**config.mk**
```make
export PLATFORM = sky130hd
export DESIGN_NAME = plc_stack_core
export DESIGN_NICKNAME = d
export VERILOG_FILES = /design/src/rtl/plc_pkg.sv /design/src/rtl/plc_timer_bank.sv /design/src/rtl/plc_stack_core.sv
export SDC_FILE = /design/constraint.sdc
export NUM_CORES = 1
export LEC_CHECK = 0
export BUFFER_PORTS_ARGS = -buffer_cell sky130_fd_sc_hd__buf_2
export CAP_MARGIN = 20
export CORE_AREA = 2 2 433 435
export CTS_CLUSTER_DIAMETER = 80
export DETAILED_ROUTE_END_ITERATION = 8
export DIE_AREA = 0 0 435 437
export PLACE_DENSITY = 0.41
export REMOVE_ABC_BUFFERS = 1
export SLEW_MARGIN = 20
export SYNTH_ARGS = -nofsm -noshare
export SYNTH_HDL_FRONTEND = slang
export SYNTH_SLANG_ARGS = --single-unit
```
**constraint.sdc**
```tcl
create_clock -name clk -period 5.45 [get_ports clk]
set_input_delay 0.2725 -clock clk [delete_from_list [all_inputs] [get_ports clk]]
set_output_delay 0.2725 -clock clk [all_outputs]
set_load 0.03 [all_outputs]
```
**src/rtl/plc_pkg.sv**
```systemverilog
// Shared opcode, state encoding and small decode helpers for the PLC stack core.
package plc_pkg;

   localparam logic [3:0] OP_PUSH  = 4'd0;
   localparam logic [3:0] OP_POP   = 4'd1;
   localparam logic [3:0] OP_SET   = 4'd2;
   localparam logic [3:0] OP_RST   = 4'd3;
   localparam logic [3:0] OP_TON   = 4'd4;
   localparam logic [3:0] OP_PUSHK = 4'd5;
   localparam logic [3:0] OP_DUP   = 4'd6;
   localparam logic [3:0] OP_DROP  = 4'd7;
   localparam logic [3:0] OP_NOT   = 4'd8;
   localparam logic [3:0] OP_AND   = 4'd9;
   localparam logic [3:0] OP_OR    = 4'd10;
   localparam logic [3:0] OP_XOR   = 4'd11;
   localparam logic [3:0] OP_IMPL  = 4'd12;
   localparam logic [3:0] OP_XNOR  = 4'd13;
   localparam logic [3:0] OP_NAND  = 4'd14;
   localparam logic [3:0] OP_END   = 4'd15;

   localparam logic [1:0] ST_LOAD    = 2'd0;
   localparam logic [1:0] ST_FETCH   = 2'd1;
   localparam logic [1:0] ST_OPERAND = 2'd2;
   localparam logic [1:0] ST_FAULT   = 2'd3;

   function automatic logic op_has_operand(input logic [3:0] op);
      return ~op[3];
   endfunction

   // a is the top of stack, b the entry beneath it
   function automatic logic bin_op(input logic [3:0] op, input logic a, input logic b);
      logic r;
      case (op)
         OP_AND:  r = a & b;
         OP_OR:   r = a | b;
         OP_XOR:  r = a ^ b;
         OP_IMPL: r = ~a | b;
         OP_XNOR: r = ~(a ^ b);
         OP_NAND: r = ~(a & b);
         default: r = 1'b0;
      endcase
      return r;
   endfunction

endpackage

```
**src/rtl/plc_timer_bank.sv**
```systemverilog
// On-delay timer bank: counts advance only when their TON executes, presets survive reset.
module plc_timer_bank #(
   parameter int N_TIMERS = 4,
   parameter int TIMER_W  = 16
) (
   input  logic               clk,
   input  logic               rst_n,
   input  logic               tick,
   input  logic               preset_we,
   input  logic [3:0]         preset_sel,
   input  logic [TIMER_W-1:0] preset_val,
   input  logic               ton_fire,
   input  logic [3:0]         ton_sel,
   input  logic               ton_en,
   output logic               ton_done
);

   logic [TIMER_W-1:0] cnt    [N_TIMERS];
   logic [TIMER_W-1:0] preset [N_TIMERS];

   always_ff @(posedge clk) begin
      for (int i = 0; i < N_TIMERS; i++) begin
         if (preset_we && preset_sel == 4'(i)) preset[i] <= preset_val;
      end
   end

   always_ff @(posedge clk) begin
      for (int i = 0; i < N_TIMERS; i++) begin
         if (!rst_n) begin
            cnt[i] <= '0;
         end else if (ton_fire && ton_sel == 4'(i)) begin
            if (!ton_en) cnt[i] <= '0;
            else if (tick && cnt[i] < preset[i]) cnt[i] <= cnt[i] + TIMER_W'(1);
         end
      end
   end

   // done uses the pre-increment count and the preset held before any same-cycle write
   always_comb begin
      ton_done = 1'b0;
      for (int i = 0; i < N_TIMERS; i++) begin
         if (ton_sel == 4'(i)) ton_done = ton_en && (cnt[i] >= preset[i]);
      end
   end

endmodule

```
**src/rtl/plc_stack_core.sv**
```systemverilog
// Bit-serial PLC stack machine running a downloaded program in a continuous scan.
// Define PLC_OUTPUT_LATCH_EN to make out_bits update only at end of scan.
module plc_stack_core
   import plc_pkg::*;
#(
   parameter int PROG_DEPTH  = 256,
   parameter int STACK_DEPTH = 16,
   parameter int N_IN        = 16,
   parameter int N_OUT       = 16,
   parameter int N_TIMERS    = 4,
   parameter int TIMER_W     = 16
) (
   input  logic                          clk,
   input  logic                          rst_n,
   input  logic                          prog_we,
   input  logic [3:0]                    prog_data,
   input  logic                          preset_we,
   input  logic [3:0]                    preset_sel,
   input  logic [TIMER_W-1:0]            preset_val,
   input  logic                          tick,
   input  logic [N_IN-1:0]               in_bits,
   output logic [N_OUT-1:0]              out_bits,
   output logic                          scan_done,
   output logic                          fault,
   output logic [$clog2(PROG_DEPTH)-1:0] pc,
   output logic [1:0]                    dbg_state
);

   localparam int PW  = $clog2(PROG_DEPTH);
   localparam int SPW = $clog2(STACK_DEPTH + 1);
   localparam logic [PW-1:0] PC_LAST = PW'(PROG_DEPTH - 1);

   logic [3:0]             mem [PROG_DEPTH];
   logic [PW-1:0]          ld_ptr, pc_q, pc_nxt;
   logic [1:0]             state, st_nxt;
   logic [3:0]             op_q, op_nxt, nib;
   logic [SPW-1:0]         sp_q, sp_nxt;
   logic [STACK_DEPTH-1:0] stk_q, stk_nxt;
   logic [N_OUT-1:0]       out_q, img, img_nxt;
   logic [15:0]            in_pad, img16;
   logic                   fault_q, done_q, err, scan_end, has1, has2, full;
   logic                   ton_fire, ton_done;

`ifdef PLC_OUTPUT_LATCH_EN
   logic [N_OUT-1:0] shadow_q;
   assign img = shadow_q;
`else
   assign img = out_q;
`endif

   // Download only while reset is held; the first reset cycle (state not yet LOAD) rewinds the pointer.
   always_ff @(posedge clk) begin
      if (!rst_n) begin
         if (state == ST_LOAD) begin
            if (prog_we) begin
               mem[ld_ptr] <= prog_data;
               ld_ptr      <= ld_ptr + PW'(1);
            end
         end else begin
            ld_ptr <= '0;
         end
      end
   end

   always_comb begin
      nib      = mem[pc_q];
      in_pad   = 16'(in_bits);
      img16    = 16'(img);
      stk_nxt  = stk_q;
      sp_nxt   = sp_q;
      pc_nxt   = pc_q;
      st_nxt   = state;
      op_nxt   = op_q;
      err      = 1'b0;
      scan_end = 1'b0;
      ton_fire = 1'b0;
      has1     = (sp_q != '0);
      has2     = (sp_q >= SPW'(2));
      full     = (sp_q == SPW'(STACK_DEPTH));
      case (state)
         ST_FETCH: begin
            if (op_has_operand(nib)) begin
               op_nxt = nib;
               pc_nxt = pc_q + PW'(1);
               st_nxt = ST_OPERAND;
            end else begin
               if (nib == OP_NOT) begin
                  err        = !has1;
                  stk_nxt[0] = ~stk_q[0];
               end else if (nib == OP_END) begin
                  scan_end = 1'b1;
               end else begin
                  err        = !has2;
                  stk_nxt    = stk_q >> 1;
                  stk_nxt[0] = bin_op(nib, stk_q[0], stk_q[1]);
                  sp_nxt     = sp_q - SPW'(1);
               end
               if (pc_q == PC_LAST) scan_end = 1'b1;
               pc_nxt = scan_end ? '0 : pc_q + PW'(1);
            end
         end
         ST_OPERAND: begin
            st_nxt = ST_FETCH;
            case (op_q)
               OP_PUSH, OP_PUSHK, OP_DUP: begin
                  err        = full || (op_q == OP_DUP && !has1);
                  stk_nxt    = stk_q << 1;
                  stk_nxt[0] = (op_q == OP_PUSH)  ? in_pad[nib] :
                               (op_q == OP_PUSHK) ? nib[0] : stk_q[0];
                  sp_nxt     = sp_q + SPW'(1);
               end
               OP_TON: begin
                  err        = !has1;
                  ton_fire   = has1;
                  stk_nxt[0] = ton_done;
               end
               default: begin
                  err     = !has1;
                  stk_nxt = stk_q >> 1;
                  sp_nxt  = sp_q - SPW'(1);
                  // out-of-range indices land in the unused pad bits and are dropped
                  if (op_q == OP_POP) img16[nib] = stk_q[0];
                  else if (op_q == OP_SET && stk_q[0]) img16[nib] = 1'b1;
                  else if (op_q == OP_RST && stk_q[0]) img16[nib] = 1'b0;
               end
            endcase
            // pc is 0 here only when the opcode sat in the last slot and its operand wrapped
            scan_end = (pc_q == PC_LAST) || (pc_q == '0);
            pc_nxt   = scan_end ? '0 : pc_q + PW'(1);
         end
         default: ;
      endcase
      img_nxt = img16[N_OUT-1:0];
   end

   always_ff @(posedge clk) begin
      if (!rst_n) begin
         state   <= ST_LOAD;
         pc_q    <= '0;
         sp_q    <= '0;
         stk_q   <= '0;
         op_q    <= OP_PUSH;
         out_q   <= '0;
         fault_q <= 1'b0;
         done_q  <= 1'b0;
`ifdef PLC_OUTPUT_LATCH_EN
         shadow_q <= '0;
`endif
      end else begin
         done_q <= 1'b0;
         if (state == ST_LOAD) begin
            state <= ST_FETCH;
         end else if (state != ST_FAULT) begin
            if (err) begin
               state   <= ST_FAULT;
               fault_q <= 1'b1;
`ifdef PLC_OUTPUT_LATCH_EN
               shadow_q <= out_q;
`endif
            end else begin
               state  <= st_nxt;
               pc_q   <= pc_nxt;
               op_q   <= op_nxt;
               stk_q  <= stk_nxt;
               sp_q   <= scan_end ? '0 : sp_nxt;
               done_q <= scan_end;
`ifdef PLC_OUTPUT_LATCH_EN
               shadow_q <= img_nxt;
               if (scan_end) out_q <= img_nxt;
`else
               out_q <= img_nxt;
`endif
            end
         end
      end
   end

   plc_timer_bank #(
      .N_TIMERS (N_TIMERS),
      .TIMER_W  (TIMER_W)
   ) u_timers (
      .clk        (clk),
      .rst_n      (rst_n),
      .tick       (tick),
      .preset_we  (preset_we),
      .preset_sel (preset_sel),
      .preset_val (preset_val),
      .ton_fire   (ton_fire),
      .ton_sel    (nib),
      .ton_en     (stk_q[0]),
      .ton_done   (ton_done)
   );

   assign out_bits  = out_q;
   assign scan_done = done_q;
   assign fault     = fault_q;
   assign pc        = pc_q;
   assign dbg_state = state;

endmodule
```
==> results_dict.tcl <==
set metrics [dict create \
    synth_area_mm2 0.0517 \
    fin_crit_ns 5.04 \
    grtUsageTotal 0.156 \
    cts_buffer_depth 3 \
    avgSynthCellArea_um2 16.5 \
    hpwl_um 97000 \
    io_pins 73 \
    place_ws_ns 0.0723 \
    layout.nets 3483 \
    cts-htree-levels 4 \
    clock-sinks 1220 \
    via_per_inst 4.76 \
    maxCapViolCount 0 \
    final_antenna_net_count 0 \
    drc 0 \
    drtIter0Drc 2151 \
    grt_max_degree 141 \
    cp_max_fo 21 \
    worstMarginPinSlew_ns 1.07 \
    p_clk_frac 0.391 \
    status "finished, final reports clean" \
    comb_power_share 0.170 \
    root_buffer "clkbuf_16" \
    numCtsBuffers 145 \
    period_share 0.924 \
    finalNonFillerCells 5950 \
    async_reset_ff_frac 0 \
    post_dp_cell_area_mm2 0.0556 \
    antenna_found_initial 4 \
    syn_to_final_growth_pct 17.0 \
    swShare 0.273 \
    min_path_type "input pin to flop" \
    ir_worst_vdd_mv 0.352 \
    overflow 0 \
    power.internal_uw 17800 \
    yosys_warnings 0 \
    drv_slew 0 \
    synthFlopType "edfxtp_1" \
    synthCells 3125 \
    crit_arrival_ns 5.73 \
    dr.pass1.iters 7 \
    ys_seq_area_frac 0.698 \
    end_kind "flop" \
    drive_gt1_frac 0.205 \
    start_kind "flop" \
    die-area_mm2 0.190 \
    hold_violations 0 \
    crit_required_ns 6.14 \
    ys_ff_latch 1220 \
    timing.fmax_mhz 199 \
    placedCellCount 5668 \
    die_x_um 435 \
    portBuffers 72 \
    grt_first_pass_wirelength_um 217000 \
    relSlewSlack 0.284 \
    clkLatencyLatePin_ns 0.79 \
    wl_per_cell_um 25.1 \
    synth_edf_count 1160 \
    grt_pass1_vias 29628 \
    std_cell_rows 158 \
    postCtsSetupBuffers 0 \
    initial_core_util 0.279 \
    seqPwrFrac 0.438 \
    critPathKind "flop to flop" \
    yosysUniqueCellTypes 91 \
    rsz0062_at_grt "false" \
    p_switching_uw 6680 \
    core_mm2 0.185 \
    setup_violations 0 \
    power_density_mw_per_mm2 404 \
    wl_um 149000 \
    die_h_um 437 \
    power_leakage_uw 0.0195 \
    worst_setup_hold_path_clk_slew_ns 0.06 \
    fin_skew_ns 0.0318 \
    stdcell_area_mm2 0.0605 \
    setup_ws_ns 0.414 \
    place.gp.congestion 0.760 \
    cts_tree "yes" \
    vias 28303 \
]
-- cell families after synthesis --
logic type      synth area share
simple gates              0.0723
buf+inv                   0.0275
mux                        0.126
compound gates            0.0451
xor+xnor                  0.0112
flops                      0.698
fa+ha+maj                 0.0206
-- sequential cells by signal, summed over array words and instances, names as in the netlist, named ones only --
name and count:
scan_done 1, sp_q 5, u_timers.cnt 64, mem 1024, ld_ptr 8, pc 8
dbg_state 2, op_q 3, stk_q 16, fault 1, u_timers.preset 64
-- metrics by stage --
stage | setup TNS, ns | util | hold slack, ns | total power, uW
final | 0 | 0.327 | 0.114 | 24400
after global routing | 0 | 0.327 | 0.106 | 25400
after CTS | 0 | 0.327 | 0.0630 | 24800
after detailed placement | 0 | 0.301 | 0.451 | 15200
after global placement | 0 | 0.301 | 0.445 | 15200
after floorplan | -1448.80 | - | 0.371 | 13200
-- cell usage in the layout (no fill, tap or decap), drive strengths merged, types with 49 or more instances in the layout --
cell type  count
clkinv        61
a21oi         66
buf          224
nand3         65
mux2i        115
mux4         225
a22oi         49
dfxtp         60
nand2        140
edfxtp      1160
inv          103
clkbuf       183
ha            85
nor2         406
-- cell type report --
class	count	area, um2
Sequential cell	1220	36100
Multi-Input combinational cell	1648	14200
Tap cell	2480	3100
Inverter	92	345
Clock inverter	84	828
Clock buffer	179	3830
Fill cell	18091	125000
Antenna cell	1	2.50
Timing Repair Buffer	246	2050
-- synth_stat cells (24+ instances only) --
library cell / instances / area (um2)
o21ai_0: 32 / 160
nand4_1: 27 / 169
buf_4: 26 / 195
edfxtp_1: 1160 / 34800
nor2b_1: 29 / 181
and3_1: 24 / 150
nor2_1: 405 / 1520
xor2_1: 39 / 342
nand2_1: 139 / 522
ha_1: 85 / 1060
mux2i_1: 115 / 1150
xnor2_1: 27 / 236
inv_1: 89 / 334
mux4_2: 225 / 5070
dfxtp_1: 60 / 1200
a22oi_1: 49 / 368
clkbuf_1: 87 / 327
a21oi_1: 66 / 330
nand3_1: 65 / 325
-- routing by layer --
metal / track usage / share of wire / up-vias
met5: 0 / 0 / -
li1: - / - / 12705
met4: 0.0369 / 0.018 / 0
met3: 0.0256 / 0.042 / 186
met1: 0.212 / 0.45 / 14799
met2: 0.261 / 0.49 / 613
-- critical path, stage by stage, from the launching register on --
cell      delay, ns
dfxtp_2        0.98
nand2_1        0.53
a21oi_1        0.53
nand4b_1       0.27
o32ai_1        0.11
buf_4          0.18
a221oi_4       0.46
and3_4         0.33
buf_4          0.12
nor4b_4        0.04
buf_4          0.15
or4_1          0.58
buf_4          0.17
mux2_2         0.25
nor2_1         0.15
-- path summary, 6_finish.rpt --
check,startpoint,end,slack (ns),cells after the start
worst max register to register,flop,flop,0.41,14
worst min-delay path,rst_n,op_q[0]$_SDFFE_PN0P_,0.11,4
worst max-delay path,flop,flop,0.41,14
worst min register to register,flop,flop,0.45,2
-- power groups by stage --
| stage | registers [uW] | clock network [uW] | logic [uW] |
|---|---|---|---|
| CTS | 10700 | 9810 | 4260 |
| finish | 10700 | 9560 | 4160 |
| floorplan | 11000 | 0 | 2190 |
| detailed placement | 10900 | 0 | 4240 |
| global route | 10700 | 10200 | 4510 |
| global placement | 10900 | 0 | 4250 |
-- what timing repair did --
item,in CTS,in global routing
hold endpoints to repair,95,0
setup endpoints to repair,0,31
hold buffers,18,0
gates resized for setup,0,1
Note: power is estimated with default switching activity, not from simulation.
